--- src/rtl/johnson_pkg.sv ---
// Shared definitions for the Johnson ring sequencer.
//   - seq_state_e : sequencer FSM state encoding
//   - N_DEF, CYC_W_DEF, PH_W_DEF : default stage count, revolution-count width,
//     phase-index width
//   - ring_phase() : decodes a twisted-ring pattern to its state index
package johnson_pkg;

    typedef enum logic [1:0] {
        ST_IDLE  = 2'd0,
        ST_RUN   = 2'd1,
        ST_DRAIN = 2'd2,
        ST_DONE  = 2'd3
    } seq_state_e;

    localparam int N_DEF     = 5;
    localparam int CYC_W_DEF = 4;
    localparam int PH_W_DEF  = $clog2(2 * N_DEF);

    // The ring fills with ones from the top stage and then empties from the top,
    // so the number of set bits plus the top bit tell us where in the
    // revolution we are.
    function automatic int ring_phase(input logic [31:0] ring, input int n);
        int pc;
        pc = 0;
        for (int i = 0; i < 32; i++) begin
            if ((i < n) && ring[i]) begin
                pc++;
            end
        end
        if (ring == 32'd0) begin
            return 0;
        end else if (ring[n-1]) begin
            return pc;
        end else begin
            return (2 * n) - pc;
        end
    endfunction

endpackage

--- src/rtl/johnson_ring_sequencer_ring.sv ---
// N-stage twisted-ring (Johnson) counter.
// Ports:
//   clk_i   : rising-edge clock
//   clear_i : synchronous active-high clear (ring -> all zeros)
//   en_i    : advance the ring by one step when high
//   ring_o  : ring state, ring_o[N-1] is the first stage
module johnson_ring #(
    parameter int N = johnson_pkg::N_DEF
) (
    input  logic         clk_i,
    input  logic         clear_i,
    input  logic         en_i,
    output logic [N-1:0] ring_o
);

    logic [N-1:0] ring_q;
    logic [N-1:0] ring_d;

    // Inverted last stage feeds the first stage.
    assign ring_d = {~ring_q[0], ring_q[N-1:1]};

    always_ff @(posedge clk_i) begin
        if (clear_i) begin
            ring_q <= '0;
        end else if (en_i) begin
            ring_q <= ring_d;
        end
    end

    assign ring_o = ring_q;

endmodule

--- src/rtl/johnson_ring_sequencer.sv ---
// Runs a Johnson ring through a programmed number of full revolutions under a
// start/stop handshake, decodes the ring to a phase index and reports
// completion or abort.
// Ports:
//   clk_i      : rising-edge clock
//   clear_i    : synchronous active-high reset, overrides all other inputs
//   start_i    : run request, sampled only in IDLE
//   cycles_i   : revolutions to run, sampled with start_i
//   stop_i     : abort request, sampled only in RUN
//   ring_o     : ring state (ring_o[N-1] = first stage)
//   phase_o    : decoded state index 0..2N-1
//   busy_o     : FSM not in IDLE
//   done_o     : one-cycle pulse in DONE
//   aborted_o  : run ended through stop (valid with done_o, held until next start)
//   rev_left_o : revolutions still to complete
//
// state | meaning
// ------+------------------------------------------------------------
// IDLE  | ring parked at zero, waiting for start
// RUN   | ring stepping, counting revolutions, stop honoured
// DRAIN | stop seen; ring steps on until it returns to zero
// DONE  | one-cycle completion pulse, then back to IDLE
module johnson_ring_sequencer
    import johnson_pkg::*;
#(
    parameter int N     = N_DEF,
    parameter int CYC_W = CYC_W_DEF,
    parameter int PH_W  = PH_W_DEF
) (
    input  logic             clk_i,
    input  logic             clear_i,
    input  logic             start_i,
    input  logic [CYC_W-1:0] cycles_i,
    input  logic             stop_i,
    output logic [N-1:0]     ring_o,
    output logic [PH_W-1:0]  phase_o,
    output logic             busy_o,
    output logic             done_o,
    output logic             aborted_o,
    output logic [CYC_W-1:0] rev_left_o
);

    seq_state_e       state_q, state_d;
    logic [CYC_W-1:0] rev_left_q, rev_left_d;
    logic             aborted_q, aborted_d;
    logic [N-1:0]     ring;
    logic             ring_en;
    logic             wrap;
    logic             last_rev;

    johnson_ring #(.N(N)) u_ring (
        .clk_i   (clk_i),
        .clear_i (clear_i),
        .en_i    (ring_en),
        .ring_o  (ring)
    );

    assign ring_en  = (state_q == ST_RUN) || (state_q == ST_DRAIN);
    // Only the last stage set means the next step lands back on all zeros.
    assign wrap     = (ring == N'(1));
    assign last_rev = (rev_left_q == CYC_W'(1));

    always_comb begin
        state_d    = state_q;
        rev_left_d = rev_left_q;
        aborted_d  = aborted_q;
        unique case (state_q)
            ST_IDLE: begin
                if (start_i) begin
                    aborted_d  = 1'b0;
                    rev_left_d = cycles_i;
                    state_d    = (cycles_i != '0) ? ST_RUN : ST_DONE;
                end
            end
            ST_RUN: begin
                if (wrap) begin
                    rev_left_d = rev_left_q - CYC_W'(1);
                    if (last_rev) begin
                        state_d = ST_DONE;
                    end else if (stop_i) begin
                        state_d   = ST_DONE;
                        aborted_d = 1'b1;
                    end
                end else if (stop_i) begin
                    state_d = ST_DRAIN;
                end
            end
            ST_DRAIN: begin
                if (wrap) begin
                    state_d    = ST_DONE;
                    aborted_d  = 1'b1;
                    rev_left_d = '0;
                end
            end
            ST_DONE: begin
                state_d = ST_IDLE;
            end
            default: begin
                state_d = ST_IDLE;
            end
        endcase
    end

    always_ff @(posedge clk_i) begin
        if (clear_i) begin
            state_q    <= ST_IDLE;
            rev_left_q <= '0;
            aborted_q  <= 1'b0;
        end else begin
            state_q    <= state_d;
            rev_left_q <= rev_left_d;
            aborted_q  <= aborted_d;
        end
    end

    assign ring_o     = ring;
    assign phase_o    = PH_W'(ring_phase(32'(ring), N));
    assign busy_o     = (state_q != ST_IDLE);
    assign done_o     = (state_q == ST_DONE);
    assign aborted_o  = aborted_q;
    assign rev_left_o = rev_left_q;

endmodule

--- config.mk ---
export PLATFORM = sky130hd
export DESIGN_NAME = johnson_ring_sequencer
export DESIGN_NICKNAME = d
export VERILOG_FILES = /design/src/rtl/johnson_pkg.sv /design/src/rtl/johnson_ring_sequencer_ring.sv /design/src/rtl/johnson_ring_sequencer.sv
export SDC_FILE = /design/constraint.sdc
export NUM_CORES = 1
export LEC_CHECK = 0
export BUFFER_PORTS_ARGS = -buffer_cell sky130_fd_sc_hd__buf_2
export CAP_MARGIN = 25
export CORE_MARGIN = 4
export CORE_UTILIZATION = 30
export DETAILED_ROUTE_END_ITERATION = 6
export HOLD_SLACK_MARGIN = 0.12
export SLEW_MARGIN = 20
export SYNTH_ARGS = -nofsm -noshare
export SYNTH_HDL_FRONTEND = slang
export SYNTH_SLANG_ARGS = --single-unit
--- constraint.sdc ---
create_clock -name clk_i -period 7.2 [get_ports clk_i]
set_input_delay 0.72 -clock clk_i [delete_from_list [all_inputs] [get_ports clk_i]]
set_output_delay 0.72 -clock clk_i [all_outputs]
set_load 0.005 [all_outputs]
**Word level (Yosys, flattened, before mapping)**

Index checks and enable logic that the tools add are counted.

- Output and inout bits: 16
- Flip-flop bits (word level): 12
- Logic and storage cells: 57
- Bits of input ports: 8

- Bitwise operators: 1
- Reduce and logical (&&, ||, !) cells: 9
- $add $sub $neg: 6
- Equality and inequality tests: 12
- Muxes and demuxes: 25

Operators with widths:

| operator | number |
|---|---|
| $mux 4 | 9 |
| $mux 2 | 7 |
| $add 4x2->4 const B | 3 |
| $pmux 4 s3 | 1 |
| $ne 2x2->1 const B | 5 |
| $pmux 2 s4 | 1 |
| $reduce_and 4->1 | 2 |
| $mux 1 | 6 |
| $ne 3x3->1 const B | 2 |
| $reduce_and 6->1 | 1 |
| $eq 5x1->1 const B | 1 |
| $logic_not 5->1 | 1 |
| $eq 2x2->1 const B | 2 |
| $eq 4x1->1 const B | 1 |
| $reduce_bool 4->1 | 1 |
| $sub 4x1->4 const B | 1 |
| $sub 4x4->4 const A | 1 |
| $pmux 1 s3 | 1 |
| $reduce_bool 3->1 | 1 |
| $add 1x1->2 const B | 1 |
| $eq 2x1->1 const B | 1 |
| $logic_not 2->1 | 1 |
| $reduce_bool 2->1 | 1 |
| $logic_or 1x1->1 | 1 |
| $not 1->1 | 1 |

**Longest topological paths before layout**

Gate-level depths: netlist of run 1.

- Word-level depth: 12
- Mapped depth: 12

**Cells and area by module**

From an unflattened synthesis of run 1, not the netlist that was laid out.

- Cell total of the unflattened synthesis: 119
- Area, all modules: 1033.5 um2

By module, submodules not included:

| module | cells each | area an instance (um2) | times used |
|---|---|---|---|
| johnson_ring_sequencer | 99 | 820.8 | 1 |
| johnson_ring | 20 | 212.7 | 1 |

**Worst setup path before layout of run 1**

OpenSTA, ideal clock, no wires.

- Path kind: register -> output
- Start: register u_ring.ring_q[0] (netlist: u_ring.ring_o[0])
- End: output port phase_o[2]
- Cell stages (with the launch flop): 13
- Buffers on the path: 1
- Arrival: 2515 ps
- Path slack: 3965 ps
- Required time: 6480 ps
- Cell sequence: dfxtp_1 inv_1 ha_1 clkbuf_1 xor2_1 xnor2_1 inv_1 ha_1 nand2_1 o21ai_0 ha_1 nor4b_1 a211o_1

- Cells in the longest elaborated chain, start to end: 12

Ends and longest elaborated chain:

| element | line | RTL |
|---|---|---|
| start, declared | johnson_ring_sequencer_ring.sv:16 | `logic [N-1:0] ring_q;` |
| start signal, assigned | johnson_ring_sequencer_ring.sv:26 | `ring_q <= ring_d;` |
| $mux 1 | johnson_pkg.sv:26 | `if ((i < n) && ring[i]) begin` |
| $add 1x1->2 | johnson_pkg.sv:27 | `pc++;` |
| $mux 4 | johnson_pkg.sv:26 |  |
| $add 4x2->4 | johnson_pkg.sv:27 |  |
| $mux 4 | johnson_pkg.sv:26 |  |
| $add 4x2->4 | johnson_pkg.sv:27 |  |
| $mux 4 | johnson_pkg.sv:26 |  |
| $add 4x2->4 | johnson_pkg.sv:27 |  |
| $mux 4 | johnson_pkg.sv:26 |  |
| $sub 4x4->4 | johnson_pkg.sv:35 | `return (2 * n) - pc;` |
| $mux 4 | johnson_pkg.sv:32 | `end else if (ring[n-1]) begin` |
| $mux 4 * | johnson_pkg.sv:30 | `if (ring == 32'd0) begin` |
| end, declared | johnson_ring_sequencer.sv:36 | `output logic [PH_W-1:0] phase_o,` |

Mark *: on every way between the ends. The rest lies on a longest branch, timed or not.

**Worst setup path after layout of run 1**

Same ends and word-level chain as after synthesis.

==> impl.org, run 1 <==
** Yosys
- Among all flip-flop cells after synthesis, the most frequent one is sky130_fd_sc_hd__dfxtp_1.
- Cell type with the highest aggregate area in the netlist :: sky130_fd_sc_hd__dfxtp_1
- In the synthesized netlist the async set-or-reset flop fraction comes to 0%.
- Average cell area after synthesis :: 8.490 um2
- Synthesis produced a netlist whose cell count is 126.
- By count the netlist is led by sky130_fd_sc_hd__ha_1, sky130_fd_sc_hd__inv_1, sky130_fd_sc_hd__dfxtp_1, sky130_fd_sc_hd__nor2_1, sky130_fd_sc_hd__mux2i_1.
- The synthesized netlist occupies a cell area of 1070 um2.
- For this run, the number of Yosys warnings is 0.
- The top cell type by area accounts for 22.46% of the synthesized area.
- Counting flops and latches in the post-synthesis netlist gives 12.
- Counting flops with a built-in enable in the synthesized netlist gives 0.
- The number of nets in the synthesized netlist is 148.
- Register area share after synthesis :: 22.46%
- After synthesis, the cell types taking the most area are sky130_fd_sc_hd__dfxtp_1, sky130_fd_sc_hd__ha_1, sky130_fd_sc_hd__mux2i_1, sky130_fd_sc_hd__inv_1, sky130_fd_sc_hd__nor2_1.
- The netlist uses 42 different library cells.

** Clock tree
- Clock tree from TritonCTS :: built
- Buffer cell driving the clock tree root :: sky130_fd_sc_hd__clkbuf_4
- Once the clock tree was built, the setup fixing pass inserted 0 buffers.
- Clock tree synthesis inserted a total of 3 buffers.
- The clock drives 12 sinks.
- Resized cells post-CTS :: 0
- Count of H-tree levels built during CTS :: 1
- Clk_lat worst skew :: 260 ps
- The number of hold buffers added after CTS was 0.
- Clock slew at reported path FFs :: 70 ps
- CTS max path bufs :: 2

** STA
- At the pin with the least slew margin, the transition time is 581.3 ps.
- Hold Violations, Final :: 0
- Timing would allow up to 0.2670 GHz.
- Post-route clock skew :: 0.3836 ps
- Relative slew slack :: 61.16%
- Setup-failing EPs final :: 0
- Final worst-path cycle share :: 52.01%
- Setup total negative slack on the finished layout was measured at 0 ps.
- Clock period minus final worst setup slack :: 3745 ps
- Setup repair after global routing left no endpoint under its margin.
- Slew Viols, Final :: 0

** Routing
- Residual DRC count :: 0
- The detailed router finished its first iteration with 24 violations.
- Final antenna-violating net count :: 0
- In the final routed layout, each cell accounts on average for 12.29 um.
- DR vias :: 916
- For this run, the detailed router's first-pass iteration total came to 4.
- After detailed routing, the number of vias per cell comes to 4.872.
- Summed over all layers, the routed wires come to 2.310 mm.

** Layout
- Excluding fillers, the count of instances in the completed layout stands at 188.
- From synthesis to final layout, the design area changed by 13.33%.
- At the end of the flow, the number of nets in the layout was 166.
- The number of antenna diodes in the final layout is 0.
- Cells with a size suffix above 1 make up 24.65% of the layout.
- After routing the design area is 1212 um2.

** Floorplanning
- Vertical die dimension :: 67.72 um
- Floorplan row count :: 21
- Chip Width :: 67.72 um
- Top Ports :: 24
- The region available for standard cell placement spans 3390 um2.
- Starting utilization of the core area :: 31.56%
- The floorplan step defined a die boundary enclosing 4585 um2.

** Power
- The share of total power dissipated in combinational logic is 61.4%.
- The analysis attributes to cell leakage a power of 0.5857 nW.
- Pint :: 0.0002342 W
- The clock network is responsible for 9.5% of the overall power.
- Net switching is 45.65% of the power.
- PwrDens :: 355.4 nW/um2
- Worst VDD drop :: 102.2 uV
- For this design the total switching power over the nets is 0.0001967 W.
- Register share of total power :: 29.1%

** Critical path
- At the worst endpoint, the arrival time is 3020 ps.
- Startpoint type of the worst setup path :: flop
- Startpoint-to-endpoint class of the critical path :: flop to output pin
- At the worst endpoint, the required time is 6480 ps.
- The worst setup path is captured at an output pin.
- In this run the worst path has a maximum fanout of 7.

** GRT
- Vias in the first global route :: 864
- Initial antenna violation count :: 0
- Overall fraction of global-route tracks in use :: 10.77%
- First-pass GRT wire length :: 3.891 mm
- Pin count of the biggest net entering global routing :: 17
- Overall overflow remaining after global route :: 0

** Placement
- The number of placed instances, taps included, is 185.
- Routability-driven placement finished with a final weighted congestion of 0.8313.
- Number of port buffers :: 23
- Placed Area :: 1190 um2
- Hpwl dp :: 1.768 mm

** Worst hold path
- The tightest min-delay check is of the flop to flop type.

** Run status
- Outcome :: complete, no violations

** Job
- Across the run, the number of max-cap violations was 0.
registers in the layout (all words and copies together) (netlist names):
| name | cells |
|---|---|
| rev_left_o | 4 |
| state_q | 2 |
| u_ring.ring_o | 5 |
| aborted_o | 1 |
power by group through the flow:
| stage | combinational (W) | sequential [W] | clock, W |
|---|---|---|---|
| finish | 0.000265 | 0.000125 | 0.0000409 |
| CTS | 0.000267 | 0.000125 | 0.0000435 |
| global placement | 0.000258 | 0.000125 | 0 |
| global route | 0.000300 | 0.000131 | 0.0000463 |
| floorplan | 0.000219 | 0.000111 | 0 |
| detailed placement | 0.000266 | 0.000127 | 0 |
area by class of cell:
type                            count  area, um2
Timing Repair Buffer               23      115.1
Tap cell                           46      57.56
Clock buffer                        3      22.52
Multi-Input combinational cell     90      724.4
Inverter                           14      52.55
Sequential cell                    12      240.2
Fill cell                         371       2177
logic make-up after synthesis:
kind of cell               Yosys count  share of synthesized area, %
buffers and inverters               24                         9.824
and+or+nand+nor                     35                         18.01
AOI/OAI and AO/OA                   28                         21.87
adders and majority gates           14                         16.37
muxes                                7                         6.550
DFF                                 12                         22.46
xor gates and xnor gates             6                         4.912
cells in the final DEF, fill, tap and decap left out, types with 2 or more instances in the layout:
master and n:
sky130_fd_sc_hd__a211oi_1 3, sky130_fd_sc_hd__a21oi_1 3, sky130_fd_sc_hd__buf_2 23, sky130_fd_sc_hd__clkbuf_4 3, sky130_fd_sc_hd__dfxtp_1 12, sky130_fd_sc_hd__ha_1 14, sky130_fd_sc_hd__inv_1 14, sky130_fd_sc_hd__mux2i_1 7
sky130_fd_sc_hd__nand2_1 4, sky130_fd_sc_hd__nand2b_1 4, sky130_fd_sc_hd__nor2_1 12, sky130_fd_sc_hd__nor3_1 3, sky130_fd_sc_hd__nor4_1 2, sky130_fd_sc_hd__nor4b_1 3, sky130_fd_sc_hd__o21ai_0 4, sky130_fd_sc_hd__o221ai_1 2
sky130_fd_sc_hd__xnor2_1 4, sky130_fd_sc_hd__xor2_1 2
stage by stage:
step	hold WS [ps]	setup slack (ps)	util (%)	power (W)
after detailed placement	494.3	3734	35.11	0.0003932
after floorplan	488.7	3965	-	0.0003303
after global routing	536.5	3128	35.77	0.0004772
after global placement	486.6	3849	35.11	0.0003830
final	499.5	3455	35.77	0.0004308
after CTS	513.1	3422	35.77	0.0004356
final timing paths:
path | cells past startpoint | endpoint | from | slack [ps]
max | 12 | phase_o[2] | u_ring.ring_o[0]$_SDFFE_PP0N_ | 3460
min | 2 | aborted_o$_SDFFE_PP0P_ | aborted_o$_SDFFE_PP0P_ | 500
max reg2reg | 7 | rev_left_o[2]$_SDFFE_PP0P_ | state_q[1]$_SDFFE_PP0P_ | 5160
min reg2reg | 2 | aborted_o$_SDFFE_PP0P_ | aborted_o$_SDFFE_PP0P_ | 500
layer usage:
layer / part of all wire, % / track usage, % / vias up / wire [um]
li1: - / - / 478 / -
met1: 49 / 14.41 / 414 / 1133
met2: 43 / 17.50 / 22 / 1000
met3: 7.0 / 1.997 / 2 / 161
met4: 0.61 / 3.038 / 0 / 14
met5: 0 / 0 / - / 0
critical path: stages, from the launching register on:
cell,delay [ps]
sky130_fd_sc_hd__dfxtp_1,450
sky130_fd_sc_hd__inv_1,90
sky130_fd_sc_hd__ha_1,400
sky130_fd_sc_hd__xor2_1,180
sky130_fd_sc_hd__xnor2_1,330
sky130_fd_sc_hd__inv_1,80
sky130_fd_sc_hd__ha_1,270
sky130_fd_sc_hd__nand2_1,70
sky130_fd_sc_hd__o21ai_0,100
sky130_fd_sc_hd__ha_1,230
sky130_fd_sc_hd__nor4b_1,140
sky130_fd_sc_hd__a211o_1,280
sky130_fd_sc_hd__buf_2,120
Power figures use the tool's default switching activity.
==> inputs of run 2 (changes only) <==
==> constraint.sdc (replaced) <==
create_clock -name clk_i -period 3.3 [get_ports clk_i]
set_input_delay 0.33 -clock clk_i [delete_from_list [all_inputs] [get_ports clk_i]]
set_output_delay 0.33 -clock clk_i [all_outputs]
set_load 0.005 [all_outputs]
==> impl.org, run 2 (same netlist as run 1, synthesis figures left out) <==
** Worst hold path
- The depth of the worst hold-timing path is 3 (was 2).
- The classification of the worst-slack hold path was input port to flop (was flop to flop).

** Clock tree
- Buffer cell driving the clock tree root :: sky130_fd_sc_hd__clkbuf_4 (unchanged)
- The number of buffers inserted for hold repair after clock tree synthesis was 0 (unchanged).
- CTS max path bufs :: 2 (unchanged)
- The H-tree level count is 1 (unchanged).
- Inserted Clock Buffers :: 3 (unchanged)
- Clock tree from TritonCTS :: built (unchanged)
- Clk sink count :: 12 (unchanged)
- The clock transition time at the flip-flop clock pins of the worst setup and hold paths is 80 ps (was 70 ps).
- Post-CTS Setup Bufs :: 0 (unchanged)
- Clk_lat worst skew :: 270 ps (was 260 ps)

** Floorplanning
- The number of core rows was 21 (unchanged).
- The initial standard-cell utilization of the core was 31.56% (unchanged).
- Top Ports :: 24 (unchanged)
- Overall die area :: 4585 um2 (unchanged)
- Chip Width :: 67.72 um (unchanged)
- The height of the die came to 67.72 um (unchanged).
- The area inside the core boundary is 3390 um2 (unchanged).

** STA
- Transition time at the pin with the least slew margin :: 623.6 ps (was 581.3 ps)
- Setup repair after global routing missed its margin: false (unchanged).
- Final worst-path cycle share :: 92.54%
- Slew Viols, Final :: 0 (unchanged)
- The minimum setup slack in the final design was 246.1 ps (was 3455 ps).
- The tightest slew margin relative to the limit was 58.34% (was 61.16%).
- FMAX :: 0.3274 GHz
- The total of endpoints with negative setup slack in the final report is 0 (unchanged).
- Final sum of negative setup slack :: 0 ps (unchanged)
- Clock period minus final worst setup slack :: 3054 ps
- The count of final hold-check violations came to 0 (unchanged).
- Post-route clock skew :: 6.070 ps (was 0.3836 ps)

** GRT
- The residual overflow from global routing was 0 (unchanged).
- The overall global routing resource usage is 10.95% (was 10.77%).
- The via count of the first global-routing pass is 883 (was 864).
- The initial antenna violation count is 0 (unchanged).
- Pin count of the biggest net entering global routing :: 17 (unchanged)
- First-pass GRT wire length :: 3.946 mm (was 3.891 mm)

** Routing
- The iteration-0 DRC count of the detailed router is 59 (was 24).
- Routed wire per std cell :: 12.37 um (was 12.29 um)
- Wire length on met3 :: 147 um (was 161 um)
- DR vias :: 926 (was 916)
- Final antenna-violating net count :: 0 (unchanged)
- The number of vias per cell was 4.874 (was 4.872).
- Post-detailed-routing wire length :: 2.351 mm (was 2.310 mm)
- The met2 wirelength from detailed routing came to 1.061 mm (was 1.000 mm).
- The uppermost signal routing layer after detailed routing is met4 (unchanged).
- Residual DRC count :: 0 (unchanged)
- Routed metal-1 wirelength :: 1.127 mm (was 1.133 mm)
- The number of optimization iterations in the first detailed-route pass was 4 (unchanged).

** Placement
- The weighted congestion reported at the end of routability-driven placement was 0.8146 (was 0.8313).
- The post-placement setup slack was 315.7 ps (was 3734 ps).
- Hpwl dp :: 1.742 mm (was 1.768 mm)
- The count of buffers inserted at the top-level ports came to 23 (unchanged).

** Layout
- Net total in the final layout :: 167 (was 166)
- The total inserted antenna cells was 0 (unchanged).
- Max reg flops :: 5 (unchanged)
- Relative area change from synthesis to final layout :: 18.48% (was 13.33%)
- The leading cell type in the layout, fill and taps excluded is sky130_fd_sc_hd__buf_2 (unchanged).
- Highest-count cells in the layout ignoring fill and taps: sky130_fd_sc_hd__buf_2, sky130_fd_sc_hd__inv_1, sky130_fd_sc_hd__nor2_1, sky130_fd_sc_hd__ha_1, sky130_fd_sc_hd__dfxtp_1 (was sky130_fd_sc_hd__buf_2, sky130_fd_sc_hd__inv_1, sky130_fd_sc_hd__ha_1, sky130_fd_sc_hd__nor2_1, sky130_fd_sc_hd__dfxtp_1).
- Ratio of cells with drive above 1 in the final layout :: 30.56% (was 24.65%)

** Critical path
- The first element of the critical path is u_ring.ring_o[1]$_SDFFE_PP0N_ (was u_ring.ring_o[0]$_SDFFE_PP0N_).
- The type of destination of the critical path is an output pin (unchanged).
- The arrival time at the worst endpoint came to 2720 ps (was 3020 ps).
- Worst reg2reg path startpoint :: u_ring.ring_o[1]$_SDFFE_PP0N_ (was state_q[1]$_SDFFE_PP0P_)
- Worst reg-to-reg setup slack :: 1260 ps (was 5160 ps)
- The type of the worst setup path was flop to output pin (unchanged).
- The number of cells on the worst reg-to-reg path came to 7 (unchanged).
- Startpoint type of the worst setup path :: flop (unchanged)
- The critical register-to-register path endpoint was rev_left_o[2]$_SDFFE_PP0P_ (unchanged).
- The top fanout value on the critical path came to 7 (unchanged).
- The worst path required time came to 2970 ps (was 6480 ps).
- Crit path capture :: phase_o[2] (unchanged)

** Run status
- Outcome :: complete, no violations (unchanged)

** Power
- The largest voltage drop on the vdd net came to 228.8 uV (was 102.2 uV).
- PwrDens :: 770.4 nW/um2 (was 355.4 nW/um2)
- Leakage power total :: 0.5990 nW (was 0.5857 nW)

** Job
- The number of violations of the max-capacitance limit is 0 (unchanged).
-- run 2: worst min-delay path by stage --
stage,startpoint,end,slack [ps]
after floorplan,clear_i,state_q[0]$_SDFFE_PP0P_,400
after global placement,aborted_o$_SDFFE_PP0P_,aborted_o$_SDFFE_PP0P_,490
after detailed placement,aborted_o$_SDFFE_PP0P_,aborted_o$_SDFFE_PP0P_,510
after CTS,cycles_i[0],rev_left_o[0]$_SDFFE_PP0P_,330
after global routing,cycles_i[0],rev_left_o[0]$_SDFFE_PP0P_,350
final,cycles_i[0],rev_left_o[0]$_SDFFE_PP0P_,340
-- run 2: cell type report --
class / count / area, um2
Tap cell: 46 / 57.56
Timing Repair Buffer: 24 / 122.6
Multi-Input combinational cell: 90 / 749.5
Clock buffer: 4 / 36.28
Sequential cell: 12 / 249.0
Inverter: 14 / 52.55
Fill cell: 356 / 2122
-- run 2: where the power goes --
part / total, W / internal [W] / switching (W)
registers: 0.000274 / 0.000193 / 0.0000813
clock network: 0.000119 / 0.0000670 / 0.0000519
logic: 0.000583 / 0.000284 / 0.000299
-- run 2: metal layers --
metal | track usage, % | vias up
li1 | - | 475
met1 | 14.41 | 425
met2 | 17.74 | 24
met3 | 1.830 | 2
met4 | 4.051 | 0
met5 | 0 | -
-- run 2: worst max-delay path, stage by stage, from the launching register on --
cell and delay, ps:
sky130_fd_sc_hd__dfxtp_4 380, sky130_fd_sc_hd__inv_1 90, sky130_fd_sc_hd__ha_4 320, sky130_fd_sc_hd__xor2_1 180, sky130_fd_sc_hd__xnor2_1 160, sky130_fd_sc_hd__inv_1 60, sky130_fd_sc_hd__ha_1 270, sky130_fd_sc_hd__nand2_1 80
sky130_fd_sc_hd__o21ai_0 120, sky130_fd_sc_hd__ha_2 240, sky130_fd_sc_hd__nor4b_1 140, sky130_fd_sc_hd__a211o_1 280, sky130_fd_sc_hd__buf_2 120
-- run 2: through the flow --
step / hold WS (ps) / total power [W] / instance area (um2) / utilization (%) / instances
after floorplan: 396.2 / 0.0007206 / 1070 / - / 126
after global placement: 485.1 / 0.0008458 / 1197 / 35.33 / 186
after detailed placement: 511.0 / 0.0008629 / 1197 / 35.33 / 186
after CTS: 325.6 / 0.0009878 / 1236 / 36.47 / 190
after global routing: 350.4 / 0.001084 / 1267 / 37.39 / 190
final: 339.6 / 0.0009765 / 1267 / 37.39 / 190
-- run 2: timing repair --
action,in CTS,in global routing
gates resized for setup,1,9
cloned,0,0
pin swaps,0,1
endpoints found under the setup margin,1,2
